[src/rtl/compare_alarm_if.sv]
// Sample/flag stream from the magnitude comparator and the qualified alarm/status
// returned by compare_alarm_fsm.
interface compare_alarm_if #(
  parameter int CNT_W = 8
);
  logic             in_valid;
  logic [7:0]       sample;
  logic             equal;
  logic             greater;
  logic             less;
  logic             clear;
  logic             alarm;
  logic             alarm_rise;
  logic             alarm_fall;
  logic [1:0]       state;
  logic [CNT_W-1:0] over_count;
  logic [7:0]       peak;
  logic             flag_err;

  modport master (
    output in_valid, sample, equal, greater, less, clear,
    input  alarm, alarm_rise, alarm_fall, state, over_count, peak, flag_err
  );

  modport slave (
    input  in_valid, sample, equal, greater, less, clear,
    output alarm, alarm_rise, alarm_fall, state, over_count, peak, flag_err
  );
endinterface

[src/rtl/compare_alarm_fsm.sv]
// Debounced over-threshold alarm with hysteresis, driven by comparator flags,
// plus saturating over-threshold count and peak-sample status.
//
// state    | meaning
// IDLE     | no alarm, no run in progress
// ARMING   | counting consecutive greater samples toward HI_COUNT
// ALARM    | alarm asserted
// CLEARING | alarm asserted, counting consecutive less samples toward LO_COUNT
module compare_alarm_fsm #(
  parameter int HI_COUNT = 4,
  parameter int LO_COUNT = 4,
  parameter int CNT_W    = 8
) (
  input logic             clk,
  input logic             rst,
  compare_alarm_if.slave  bus
);

  typedef enum logic [1:0] {
    IDLE     = 2'd0,
    ARMING   = 2'd1,
    ALARM    = 2'd2,
    CLEARING = 2'd3
  } state_t;

  state_t           state_q, state_nx;
  logic [3:0]       run_q, run_nx;
  logic             rise_q, rise_nx;
  logic             fall_q, fall_nx;
  logic [CNT_W-1:0] cnt_q, cnt_nx;
  logic [7:0]       peak_q, peak_nx;
  logic             err_q, err_nx;

  logic       flags_ok;
  logic       accept;
  logic [3:0] run_inc;

  assign flags_ok = ({bus.equal, bus.greater, bus.less} == 3'b100) ||
                    ({bus.equal, bus.greater, bus.less} == 3'b010) ||
                    ({bus.equal, bus.greater, bus.less} == 3'b001);
  assign accept   = bus.in_valid && flags_ok;
  assign run_inc  = run_q + 4'd1;

  always_comb begin
    state_nx = state_q;
    run_nx   = run_q;
    rise_nx  = 1'b0;
    fall_nx  = 1'b0;
    cnt_nx   = cnt_q;
    peak_nx  = peak_q;
    err_nx   = err_q;

    if (bus.in_valid && !flags_ok) err_nx = 1'b1;

    if (accept) begin
      if (bus.greater) begin
        if (cnt_q != {CNT_W{1'b1}}) cnt_nx = cnt_q + 1'b1;
        if (bus.sample > peak_q) peak_nx = bus.sample;
      end

      case (state_q)
        IDLE: begin
          if (bus.greater) begin
            state_nx = ARMING;
            run_nx   = 4'd1;
          end
        end
        ARMING: begin
          if (bus.greater) begin
            if (run_inc == 4'(HI_COUNT)) begin
              state_nx = ALARM;
              run_nx   = 4'd0;
              rise_nx  = 1'b1;
            end else begin
              run_nx = run_inc;
            end
          end else begin
            state_nx = IDLE;
            run_nx   = 4'd0;
          end
        end
        ALARM: begin
          if (bus.less) begin
            state_nx = CLEARING;
            run_nx   = 4'd1;
          end
        end
        CLEARING: begin
          if (bus.less) begin
            if (run_inc == 4'(LO_COUNT)) begin
              state_nx = IDLE;
              run_nx   = 4'd0;
              fall_nx  = 1'b1;
            end else begin
              run_nx = run_inc;
            end
          end else begin
            state_nx = ALARM;
            run_nx   = 4'd0;
          end
        end
        default: begin
          state_nx = IDLE;
          run_nx   = 4'd0;
        end
      endcase
    end
  end

  // clear behaves as reset and swallows any sample presented alongside it
  always_ff @(posedge clk) begin
    if (rst || bus.clear) begin
      state_q <= IDLE;
      run_q   <= 4'd0;
      rise_q  <= 1'b0;
      fall_q  <= 1'b0;
      cnt_q   <= '0;
      peak_q  <= 8'd0;
      err_q   <= 1'b0;
    end else begin
      state_q <= state_nx;
      run_q   <= run_nx;
      rise_q  <= rise_nx;
      fall_q  <= fall_nx;
      cnt_q   <= cnt_nx;
      peak_q  <= peak_nx;
      err_q   <= err_nx;
    end
  end

  assign bus.alarm      = (state_q == ALARM) || (state_q == CLEARING);
  assign bus.alarm_rise = rise_q;
  assign bus.alarm_fall = fall_q;
  assign bus.state      = state_q;
  assign bus.over_count = cnt_q;
  assign bus.peak       = peak_q;
  assign bus.flag_err   = err_q;

endmodule

[src/flat_wrapper.sv]
// flat-port wrapper written by rule: the top's interface ports become plain ports
module compare_alarm_fsm_flat 
#(
  parameter int HI_COUNT = 4,
  parameter int LO_COUNT = 4,
  parameter int CNT_W    = 8
)
  (clk, rst, bus_in_valid, bus_sample, bus_equal, bus_greater, bus_less, bus_clear, bus_alarm, bus_alarm_rise, bus_alarm_fall, bus_state, bus_over_count, bus_peak, bus_flag_err);
  compare_alarm_if #(.CNT_W(CNT_W)) bus_i ();
  input logic clk;
  input logic rst;
  input wire logic [$bits(bus_i.in_valid)-1:0] bus_in_valid;
  input wire logic [$bits(bus_i.sample)-1:0] bus_sample;
  input wire logic [$bits(bus_i.equal)-1:0] bus_equal;
  input wire logic [$bits(bus_i.greater)-1:0] bus_greater;
  input wire logic [$bits(bus_i.less)-1:0] bus_less;
  input wire logic [$bits(bus_i.clear)-1:0] bus_clear;
  output wire logic [$bits(bus_i.alarm)-1:0] bus_alarm;
  output wire logic [$bits(bus_i.alarm_rise)-1:0] bus_alarm_rise;
  output wire logic [$bits(bus_i.alarm_fall)-1:0] bus_alarm_fall;
  output wire logic [$bits(bus_i.state)-1:0] bus_state;
  output wire logic [$bits(bus_i.over_count)-1:0] bus_over_count;
  output wire logic [$bits(bus_i.peak)-1:0] bus_peak;
  output wire logic [$bits(bus_i.flag_err)-1:0] bus_flag_err;
  assign bus_i.in_valid = bus_in_valid;
  assign bus_i.sample = bus_sample;
  assign bus_i.equal = bus_equal;
  assign bus_i.greater = bus_greater;
  assign bus_i.less = bus_less;
  assign bus_i.clear = bus_clear;
  assign bus_alarm = bus_i.alarm;
  assign bus_alarm_rise = bus_i.alarm_rise;
  assign bus_alarm_fall = bus_i.alarm_fall;
  assign bus_state = bus_i.state;
  assign bus_over_count = bus_i.over_count;
  assign bus_peak = bus_i.peak;
  assign bus_flag_err = bus_i.flag_err;
  compare_alarm_fsm #(.HI_COUNT(HI_COUNT), .LO_COUNT(LO_COUNT), .CNT_W(CNT_W)) u_core (.clk(clk), .rst(rst), .bus(bus_i));
endmodule
[config.mk]
export PLATFORM = sky130hd
export DESIGN_NAME = compare_alarm_fsm_flat
export DESIGN_NICKNAME = d
export VERILOG_FILES = /design/src/rtl/compare_alarm_if.sv /design/src/rtl/compare_alarm_fsm.sv /design/src/flat_wrapper.sv
export SDC_FILE = /design/constraint.sdc
export NUM_CORES = 1
export LEC_CHECK = 0
export ABC_AREA = 1
export CAP_MARGIN = 25
export CELL_PAD_IN_SITES_DETAIL_PLACEMENT = 1
export CELL_PAD_IN_SITES_GLOBAL_PLACEMENT = 2
export CORE_MARGIN = 1
export CORE_UTILIZATION = 26
export CTS_CLUSTER_DIAMETER = 60
export CTS_CLUSTER_SIZE = 25
export DETAILED_ROUTE_END_ITERATION = 7
export PLACE_DENSITY_LB_ADDON = 0.3
export SLEW_MARGIN = 15
export SYNTH_ARGS = -nofsm -noshare
export SYNTH_HDL_FRONTEND = slang
export SYNTH_SLANG_ARGS = --single-unit
[constraint.sdc]
create_clock -name clk -period 2.3 [get_ports clk]
set_clock_uncertainty 0.15 [all_clocks]
set_input_delay 0.23 -clock clk [delete_from_list [all_inputs] [get_ports clk]]
set_output_delay 0.23 -clock clk [all_outputs]
set_load 0.05 [all_outputs]
# --- After elaboration in Yosys (flattened, before gate mapping) ---
# Cells that the tools add are included.
totals:
  ff_bits: 25
  latch_bits: 0
  ram_bits: 0
  rom_bits: 0
  input_bits: 15
  output_inout_bits: 22
  n_memories: 0
classes:
  add_sub_neg: 2
  mul: 0
  div: 0
  order_cmp: 1
  eq_ne: 12
  shift: 0
  n_mux: 14
  bitwise_logic: 5
  reduce_logical: 14
op_table:
  columns: ["operator", "n"]
  rows:
  - ["$mux W4", 5]
  - ["$pmux W4 S4", 1]
  - ["$mux W2", 6]
  - ["$reduce_and A3 Y1", 3]
  - ["$add A8 B1 Y8 const B", 1]
  - ["$gt A8 B8 Y1", 1]
  - ["$ne A8 B8 Y1 const B", 1]
  - ["$pmux W2 S4", 1]
  - ["$reduce_or A4 Y1", 2]
  - ["$ne A3 B2 Y1 const B", 2]
  - ["$not A1 Y1", 5]
  - ["$reduce_and A5 Y1", 1]
  - ["$add A4 B1 Y4 const B", 1]
  - ["$eq A2 B2 Y1 const B", 2]
  - ["$eq A4 B3 Y1 const B", 1]
  - ["$logic_or A1 B1 Y1", 4]
  - ["$ne A2 B2 Y1 const B", 2]
  - ["$eq A3 B1 Y1 const B", 1]
  - ["$eq A3 B2 Y1 const B", 1]
  - ["$eq A3 B3 Y1 const B", 1]
  - ["$eq A2 B1 Y1 const B", 1]
  - ["$logic_and A1 B1 Y1", 2]
  - ["$logic_not A2 Y1", 1]
  - ["$logic_not A1 Y1", 1]
  - ["$mux W1", 1]

# --- Longest topological paths before layout ---
# Gate-level depths: netlist (run 1).
logic_depth:
  word_depth: 6
  depth_mapped: 12

# --- Least setup slack after synthesis (run 1) ---
# Ideal clock, no wire load.
synth_path:
  path_kind: "register to register"
  start: "register u_core.peak_q[1] (netlist: u_core.bus.peak[1])"
  end: "register u_core.peak_q[4] (netlist: u_core.bus.peak[4])"
  t_arrival_ns: 1.763
  t_required_ns: 2.033
  setup_slack_ns: 0.270
  stages_incl_launch_ff: 13
  path_buffers: 1
  path_cell_list: "dfxtp_1 > inv_1 > ha_1 > inv_1 > o21bai_1 > nand2_1 > nand2_1 > nand2_1 > nand2_1 > clkbuf_8 > nand3_1 > nand2_1 > nor2_1"
synth_via:
  elab_chain_cells: 2
synth_lines:
  columns: ["element", "line", "text"]
  rows:
  - ["from (decl)", "compare_alarm_fsm.sv:31", "logic [7:0] peak_q, peak_nx;"]
  - ["from (signal assigned)", "compare_alarm_fsm.sv:126", "peak_q <= peak_nx;"]
  - ["$gt A8 B8 Y1", "compare_alarm_fsm.sv:58", "if (bus.sample > peak_q) peak_nx = bus.sample;"]
  - ["$reduce_and A3 Y1 (no source line)", null, null]
# No other way between the ends.
# A chain may end at the register's enable or synchronous reset.

# --- Final worst setup path (run 1) ---
layout_path:
  start: "register u_core.cnt_q[5] (netlist: u_core.bus.over_count[5])"
  end: "output port bus_over_count[5]"
layout_rtl:
  columns: ["element", "line", "text"]
  rows:
  - ["from (decl)", "compare_alarm_fsm.sv:30", "logic [CNT_W-1:0] cnt_q, cnt_nx;"]
  - ["from (signal assigned)", "compare_alarm_fsm.sv:125", "cnt_q <= cnt_nx;"]
  - ["to (decl)", "flat_wrapper.sv:22", "output wire logic [$bits(bus_i.over_count)-1:0] bus_over_count;"]
# No word-level cell between the ends.

==> results of run 1 <==
## layout by cell type (no fill, tap or decap)
master,count
nor3_1,2
clkinv_1,1
nand2_2,2
nand3b_1,1
o21ai_0,5
inv_2,1
ha_1,11
nand3_1,22
buf_4,5
dfxtp_1,25
nor2_2,1
nand4_1,1
nor2_4,2
nand2_4,1
nor2_1,29
xnor2_1,1
nand3_2,1
a21oi_1,25
clkdlybuf4s50_1,36
clkbuf_8,3
nand2_1,54
inv_1,34
clkinvlp_4,1
o21a_1,1
o21bai_1,1
## per-stage QoR
| step | hold slack (ns) | util | setup slack, ns | area [µm²] |
|---|---|---|---|---|
| after floorplan | 0.241 | - | 0.270 | 1500 |
| after global placement | 0.299 | 0.351 | 0.218 | 1940 |
| after detailed placement | 0.294 | 0.351 | 0.210 | 1940 |
| after CTS | 0.309 | 0.360 | 0.349 | 1990 |
| after global routing | 0.349 | 0.360 | 0.290 | 1990 |
| final | 0.305 | 0.360 | 0.364 | 1990 |
## path summary, 6_finish.rpt
| kind | to |
|---|---|
| max | bus_over_count[5] |
| max reg2reg | u_core.bus.peak[1] |
| min reg2reg | u_core.bus.flag_err |
| min | u_core.bus.flag_err |
## registers in the layout (all words and copies together) (netlist names)
register,cells
u_core.bus.alarm_rise,1
u_core.bus.over_count,8
u_core.run_q,4
u_core.bus.alarm_fall,1
u_core.bus.peak,8
u_core.bus.flag_err,1
u_core.bus.state,2
## cells by family after synthesis
group / after synthesis / share of synthesized area
AO/OA/AOI/OAI: 32 / 0.110
AND/OR/NAND/NOR: 116 / 0.339
XOR/XNOR: 1 / 0.00584
flip-flops: 25 / 0.334
buffers and inverters: 41 / 0.119
adder cells (fa/ha/maj): 11 / 0.0918
## layer usage
layer,vias to the layer above,global-route usage,share of wire
met2,18,0.241,0.48
met5,-,0,0
met3,2,0.0282,0.028
met4,0,0.0222,0.0062
li1,792,-,-
met1,685,0.158,0.48
## power breakdown
part,internal [µW],switching [µW],leakage [µW]
registers,437,4.00,0.000202
clock network,123,157,0.0000217
logic,63.3,85.7,0.000550
## cell type report
| type | instances | area share |
|---|---|---|
| Multi-Input combinational cell | 160 | 0.411 |
| Sequential cell | 25 | 0.251 |
| Timing Repair Buffer | 41 | 0.200 |
| Inverter | 36 | 0.0678 |
| Tap cell | 72 | 0.0452 |
| Clock buffer | 3 | 0.0207 |
| Clock inverter | 1 | 0.00377 |
==> results.ini, run 1 <==
[power]
p_per_area_nw_per_um2 = 437
p_leak_uw = 0.000773
p_total_uw = 871
ir_drop_v = 0.000260

[die]
initial_core_util = 0.271
core_area_um2 = 5540
die_area_um2 = 6070
dieHeight_um = 77.9
io_pins = 37
num_rows = 27
fp.dieW_um = 77.9

[setup_path]
critPathTopFamily = buffers and inverters
start_kind = flop
critPathRequiredTime_ns = 1.92
path_cells = clkdlybuf4s50_1
path_depth = 1
path_max_fanout = 6
crit_start = u_core.bus.over_count[5]
reg2regPathDepth = 10
path_buf_inv = 1
r2r_slack_ns = 0.47
end_kind = output pin
r2r-start = u_core.bus.peak[3]
crit_type = flop to output pin
slowest_stage = clkdlybuf4s50_1
cp.arrival_ns = 1.56
slowest_delay_ns = 0.84

[cells_and_area]
layout.cells.non_filler = 338
fillCellCount = 736
antenna_cells = 0
multi_input_area_um2 = 820
area_delta_synth_final_pct = 32.9
seq_area_um2 = 500
nets = 293
drive_above_1_share = 0.0639

[synthesis]
syn_inst = 226
synth_top_cell_by_area = dfxtp_1
netlist_area_um2 = 1500
synth-main-ff-cell = dfxtp_1
synthTopCellsByArea = dfxtp_1 (33%), nand2_1 (14%), ha_1 (9.2%)
synth_top_area_frac = 0.334
async_flop_share = 0
synth.avg_cell_area_um2 = 6.63
ys_top_cells_by_count = nand2_1 (54), inv_1 (34), nor2_1 (29)
syn_nets = 252
synth_most_common_cell = nand2_1
synth_edf_count = 0
synth.distinct_cells = 24
yosys_warnings = 0
synth_seq_cells = 25
yosysSeqAreaShare = 0.334

[min_path]
min_from = u_core.bus.flag_err
holdPathStages = 2
hold_class = flop to flop

[detailed_routing]
dr_total_vias = 1497
drc = 0
vias_per_cell = 4.43
finalWirelength_um = 3700
detail-route-antenna-nets = 0
wire_per_inst_um = 11.0
drt_iter0_markers = 44
drt_first_pass_iters = 3

[clock_tree]
post_cts_resized = 0
clk_pin_slew_ns = 0.10
cts_setup_buffers = 0
numCtsBuffers = 3
cts_root_buffer = clkbuf_8
clkLatencyLatePin_ns = 0.28
holdBufCountCts = 0
cts_max_level = 1
tritoncts = built
clock_sinks = 25
clockBufferDepth = 2

[sta]
slew_violations = 0
finalSetupTns_ns = 0
rsz0062_at_grt = no
fmax_ghz = 0.517
maxSlewHeadroom = 0.663
final_hold_viol_count = 0
period_share = 0.842
finalSetupViolations = 0
tightest_slew_ns = 0.504
fin_crit_ns = 1.94

[run_status]
status = complete, no violations

[global_routing]
antenna_found_initial = 0
grt_pass1_wl_um = 6440
grt_max_degree = 17
gr-total-overflow = 0
grt_pass1_vias = 1477
grt.total_usage = 0.132

[place]
port_buffers = 36
gp_congestion = 0.723
dp_hpwl_um = 2900
place_inst = 334

[flow_run]
cap_violations = 0

Power figures use the tool's default switching activity.
==> run 2: changes to the inputs <==
--- a/config.mk
+++ b/config.mk
@@ -10,7 +10,7 @@
 export CELL_PAD_IN_SITES_DETAIL_PLACEMENT = 1
 export CELL_PAD_IN_SITES_GLOBAL_PLACEMENT = 2
 export CORE_MARGIN = 1
-export CORE_UTILIZATION = 26
+export CORE_UTILIZATION = 23
 export CTS_CLUSTER_DIAMETER = 60
 export CTS_CLUSTER_SIZE = 25
 export DETAILED_ROUTE_END_ITERATION = 7
==> constraint.sdc (replaced) <==
create_clock -name clk -period 1.7 [get_ports clk]
set_clock_uncertainty 0.15 [all_clocks]
set_input_delay 0.17 -clock clk [delete_from_list [all_inputs] [get_ports clk]]
set_output_delay 0.17 -clock clk [all_outputs]
set_load 0.05 [all_outputs]
==> results.ini, run 2 (synthesis gave the netlist of run 1 again) <==
[run_status]
status = complete, no violations

[min_path]
hold_class = primary input to flop
min_from = bus_greater

[die]
dieHeight_um = 82.7  ; +6.2%
num_rows = 29  ; +7.4%
initial_core_util = 0.237  ; -0.0331
core_area_um2 = 6310  ; +14%
io_pins = 37  ; unchanged
die_area_um2 = 6840  ; +13%
fp.dieW_um = 82.7  ; +6.2%

[cells_and_area]
fillCellCount = 788  ; +7.1%
antenna_cells = 0  ; unchanged
layout_commonest_cell = buf_4
final_cell_mix = buf_4 (52), nand2_1 (46), inv_1 (32), nor2_1 (25), nand3_1 (19)
drive_above_1_share = 0.385  ; +0.321
layout.cells.non_filler = 373  ; +10%
nets = 323  ; +10%
stdcell_area_um2 = 2390  ; +20%
area_delta_synth_final_pct = 59.8

[setup_path]
crit_start = u_core.bus.peak[6]
crit_top_cell = nand2_2
slowest_stage = dfxtp_4
crit_type = flop to flop
end_kind = flop
critPathRequiredTime_ns = 1.72  ; -0.20 ns
start_kind = flop
cp.arrival_ns = 1.68  ; +0.12 ns
r2r-start = u_core.bus.peak[6]
path_max_fanout = 8  ; +2
slowest_delay_ns = 0.36  ; -0.48 ns
path_cells = inv_1 > ha_4 > nand2_2 > nor2_4 > buf_4 > nand2_2 > nand2_4 > nand3_1 > nand2_1 > nor2_1

[global_routing]
grt_pass1_wl_um = 6790  ; +5.5%
grt.total_usage = 0.128  ; -0.00342
grt_max_degree = 17  ; unchanged
antenna_found_initial = 0  ; unchanged
grt_pass1_vias = 1527  ; +3.4%
gr-total-overflow = 0  ; unchanged

[sta]
fmax_ghz = 0.605
period_share = 0.973
tightest_slew_ns = 0.264  ; -0.240 ns
slew_violations = 0  ; unchanged
fin_crit_ns = 1.65
finalSetupViolations = 0  ; unchanged
maxSlewHeadroom = 0.823  ; +0.160
rsz0062_at_grt = yes
fin_ws_ns = 0.0458  ; -0.318 ns
final_hold_viol_count = 0  ; unchanged

[detailed_routing]
wl_met1_um = 2080  ; +16%
wire_per_inst_um = 11.5  ; +4.8%
met3_length_um = 129  ; +24%
drt_iter0_markers = 35  ; -20%
finalWirelength_um = 4280  ; +16%
drc = 0  ; unchanged
met2_length_um = 2060  ; +15%
detail-route-antenna-nets = 0  ; unchanged
drt_first_pass_iters = 4  ; +1
topRoutingLayerUsed = met4
dr_total_vias = 1615  ; +7.9%
vias_per_cell = 4.33  ; -2.2%

[place]
post_dp_cell_area_um2 = 2130  ; +9.4%
gp_congestion = 0.720  ; -0.30%
dp_hpwl_um = 3270  ; +13%
dp_worst_setup_slack_ns = -0.397  ; -0.606 ns
place_inst = 363  ; +8.7%
port_buffers = 36  ; unchanged

[power]
p_leak_uw = 0.00102  ; +31%
pwr-share-seq = 0.469  ; -0.038
internal-power_uw = 876  ; +40%
p_clk_frac = 0.307  ; -0.015
comb_power_share = 0.225  ; +0.054
switching_share = 0.296  ; +0.0129
ir_drop_v = 0.000271  ; +4.3%
power_switching_uw = 369  ; +50%
p_per_area_nw_per_um2 = 520  ; +19%
p_total_uw = 1250  ; +43%

[clock_tree]
clock_sinks = 25  ; unchanged
clockBufferDepth = 2  ; unchanged
cts_root_buffer = clkbuf_8
tritoncts = built
clkLatencyLatePin_ns = 0.27  ; about the same
cts_max_level = 1  ; unchanged
clk_pin_slew_ns = 0.10  ; about the same
holdBufCountCts = 0  ; unchanged
numCtsBuffers = 3  ; unchanged

[flow_run]
cap_violations = 0  ; unchanged

[run 2: cell count changes in the layout (fill, tap and decap cells not counted), sizes merged]
cell	delta
buf	+51
clkdlybuf4s50	-23
clkinvlp	-1
dlymetal6s2s	+1
inv	+1
nand2	+1
[run 2: repair_timing]
| item | in CTS | in global routing |
|---|---|---|
| buffers inserted | 2 | 2 |
| endpoints found under the hold margin | 0 | 0 |
| gates cloned | 0 | 2 |
| pin swaps | 3 | 11 |
| setup endpoints to repair | 8 | 19 |
| gates resized for setup | 6 | 40 |
[run 2: power by group through the flow]
stage / sequential [µW] / clock [µW] / combinational [µW]
3_3_place_gp: 598 / 0 / 233
6_report: 584 / 382 / 280
5_1_grt: 585 / 430 / 309
3_5_place_dp: 599 / 0 / 235
4_1_cts: 585 / 411 / 245
2_1_floorplan: 620 / 0 / 106
[run 2: routing by layer]
layer	global-route usage	up-vias
met5	0	-
met4	0.0310	0
li1	-	862
met1	0.168	729
met3	0.0198	2
met2	0.218	22
[run 2: worst paths after layout]
| path | slack, ns | end | cells past startpoint |
|---|---|---|---|
| min | 0.29 | u_core.bus.alarm_rise | 4 |
| max | 0.05 | u_core.bus.peak[0] | 10 |
| min reg2reg | 0.31 | u_core.bus.flag_err | 2 |
| max reg2reg | 0.05 | u_core.bus.peak[0] | 10 |
[run 2: critical path: cells and delay by family (launching register included)]
family / cells / cell delay [ns]
flip-flops: 1 / 0.36
buffers and inverters: 2 / 0.17
AND/OR/NAND/NOR: 7 / 0.60
adder cells (fa/ha/maj): 1 / 0.26
[run 2: stage by stage]
stage	util	hold slack [ns]	setup TNS, ns
3_3_place_gp	0.337	0.296	-4.94
6_report	0.379	0.287	0
2_1_floorplan	-	0.181	-0.0126
5_1_grt	0.379	0.310	-0.283
3_5_place_dp	0.337	0.300	-5.04
4_1_cts	0.350	0.321	0
[run 2: area by class of cell]
type                    count  area [µm²]  area share
multi-input cells         161         993       0.415
repair buffers             70         578       0.241
flip-flops and latches     25         542       0.226
inverters                  36         138      0.0575
well taps                  77        96.3      0.0402
clock buffers               3        41.3      0.0172
clock inverters             1        6.26     0.00261
==> run 3: changes to the inputs <==
--- a/config.mk
+++ b/config.mk
@@ -15,6 +15,7 @@
 export CTS_CLUSTER_SIZE = 25
 export DETAILED_ROUTE_END_ITERATION = 7
 export PLACE_DENSITY_LB_ADDON = 0.3
+export REMOVE_ABC_BUFFERS = 1
 export SLEW_MARGIN = 15
 export SYNTH_ARGS = -nofsm -noshare
 export SYNTH_HDL_FRONTEND = slang
==> results.ini, run 3 (synthesis gave the netlist of run 1 again) <==
[run_status]
status = complete, no violations

[detailed_routing]
drt_iter0_markers = 22  ; -37%
dr_total_vias = 1605  ; -0.62%
drt_first_pass_iters = 4  ; unchanged
finalWirelength_um = 4160  ; -2.8%
drc = 0  ; unchanged
vias_per_cell = 4.34  ; +0.19%
wire_per_inst_um = 11.2  ; -2.0%
detail-route-antenna-nets = 0  ; unchanged

[cells_and_area]
drive_above_1_share = 0.324  ; -0.0609
fillCellCount = 807  ; +2.4%
stdcell_area_um2 = 2260  ; -5.4%
layout.cells.non_filler = 370  ; -0.80%
multi_input_area_um2 = 916  ; -7.8%
area_delta_synth_final_pct = 51.1
seq_area_um2 = 514  ; -5.1%
antenna_cells = 0  ; unchanged
nets = 320  ; -0.93%
final_cell_mix = buf_4 (51), nand2_1 (48), inv_1 (32), nor2_1 (27), a21oi_1 (24)
layout_commonest_cell = buf_4
final_util = 0.359  ; -0.0206

[setup_path]
r2r-start = u_core.bus.peak[7]
reg2regPathDepth = 11  ; +1
end_kind = flop
cp.arrival_ns = 1.70  ; +0.02 ns
path_cells = clkdlybuf4s50_1 > ha_4 > inv_2 > o21bai_1 > nand2_1 > nand2_1 > nand2_1 > nand2_2 > buf_6 > nand3_2 > nand2_1 > nor2_1
crit_top_cell = nand2_1
start_kind = primary input
slowest_delay_ns = 0.47  ; +0.11 ns
path_max_fanout = 8  ; unchanged
critPathRequiredTime_ns = 1.72  ; about the same
r2r_slack_ns = 0.04  ; about the same
path_depth = 12  ; +2
slowest_stage = clkdlybuf4s50_1
path_buf_inv = 3  ; +1
r2r_end = u_core.bus.peak[4]
crit_type = primary input to flop
critPathTopFamily = buffers and inverters

[sta]
maxSlewHeadroom = 0.839  ; +0.0163
finalSetupViolations = 0  ; unchanged
fin_crit_ns = 1.68  ; +0.0265 ns
rsz0062_at_grt = yes
period_share = 0.989  ; +0.0156
tightest_slew_ns = 0.240  ; -0.0242 ns
slew_violations = 0  ; unchanged
fmax_ghz = 0.595  ; -1.6%
final_hold_viol_count = 0  ; unchanged

[die]
num_rows = 29  ; unchanged
die_area_um2 = 6840  ; unchanged
core_area_um2 = 6310  ; unchanged
io_pins = 37  ; unchanged
dieHeight_um = 82.7  ; unchanged
initial_core_util = 0.237  ; unchanged
fp.dieW_um = 82.7  ; unchanged

[place]
gp_congestion = 0.750  ; +4.1%
dp_hpwl_um = 3290  ; +0.43%
post_dp_cell_area_um2 = 2100  ; -1.4%
place_inst = 366  ; +0.83%
port_buffers = 36  ; unchanged

[min_path]
min_to = u_core.bus.flag_err
holdPathStages = 2  ; -2
hold_class = flop to flop
min_from = u_core.bus.flag_err

[clock_tree]
cts_max_level = 1  ; unchanged
holdBufCountCts = 0  ; unchanged
numCtsBuffers = 3  ; unchanged
clk_pin_slew_ns = 0.10  ; about the same
cts_root_buffer = clkbuf_8
tritoncts = built
cts_setup_buffers = 0  ; -2
clock_sinks = 25  ; unchanged
clockBufferDepth = 2  ; unchanged
clkLatencyLatePin_ns = 0.27  ; about the same

[power]
p_per_area_nw_per_um2 = 539  ; +3.6%
ir_drop_v = 0.000308  ; +14%
p_leak_uw = 0.000972  ; -4.3%
p_total_uw = 1220  ; -2.0%

[global_routing]
grt_max_degree = 16  ; -1
antenna_found_initial = 0  ; unchanged
grt.total_usage = 0.132  ; +0.00367
grt_pass1_vias = 1569  ; +2.8%
gr-total-overflow = 0  ; unchanged
grt_pass1_wl_um = 6910  ; +1.8%

[flow_run]
cap_violations = 0  ; unchanged

==> run 3: worst max-delay path by stage <==
| stage | startpoint | endpoint | slack, ns |
|---|---|---|---|
| floorplan | u_core.bus.peak[1] | u_core.bus.peak[0] | -0.33 |
| global placement | bus_sample[7] | u_core.bus.peak[4] | -0.24 |
| detailed placement | bus_sample[7] | u_core.bus.peak[7] | -0.26 |
| CTS | u_core.bus.peak[7] | u_core.bus.peak[7] | 0.006 |
| global route | u_core.bus.peak[1] | u_core.bus.peak[3] | -0.12 |
| finish | bus_sample[1] | u_core.bus.peak[3] | 0.02 |
==> run 3: layer usage <==
layer / vias up / GRT usage / wire length (µm)
met5: - / 0 / 0
li1: 840 / - / -
met3: 2 / 0.0198 / 110
met2: 19 / 0.225 / 1960
met1: 744 / 0.172 / 2070
met4: 0 / 0.0310 / 19
==> run 3: area by class of cell <==
class / instances / area share
Inverter: 36 / 0.0597
Tap cell: 77 / 0.0425
Timing Repair Buffer: 68 / 0.246
Clock buffer: 3 / 0.0182
Sequential cell: 25 / 0.227
Multi-Input combinational cell: 160 / 0.404
Clock inverter: 1 / 0.00221
==> run 3: through the flow <==
stage | worst slack, ns | setup TNS [ns] | hold WS, ns
global placement | -0.237 | -3.08 | 0.294
global route | -0.125 | -0.812 | 0.351
CTS | 0.00570 | 0 | 0.324
detailed placement | -0.259 | -3.45 | 0.300
finish | 0.0193 | 0 | 0.316
floorplan | -0.335 | -5.34 | 0.181
==> run 3: tightest hold or removal path, cell delays in order, from the launching register on <==
cell and delay (ns):
dfxtp_1 0.32, inv_1 0.05, a21oi_1 0.05
==> run 3: what timing repair did <==
| action | CTS | global route |
|---|---|---|
| gates cloned | 0 | 0 |
| pin swaps | 1 | 7 |
| resized for setup | 3 | 33 |
| endpoints found under the setup margin | 8 | 21 |
==> run 3: power breakdown <==
part	total, µW	switching, µW	leakage (µW)	internal, µW
Combinational	255	136	0.000741	119
Clock	372	208	0.0000255	164
Sequential	594	4.20	0.000206	589
Total	1220	347	0.000972	873
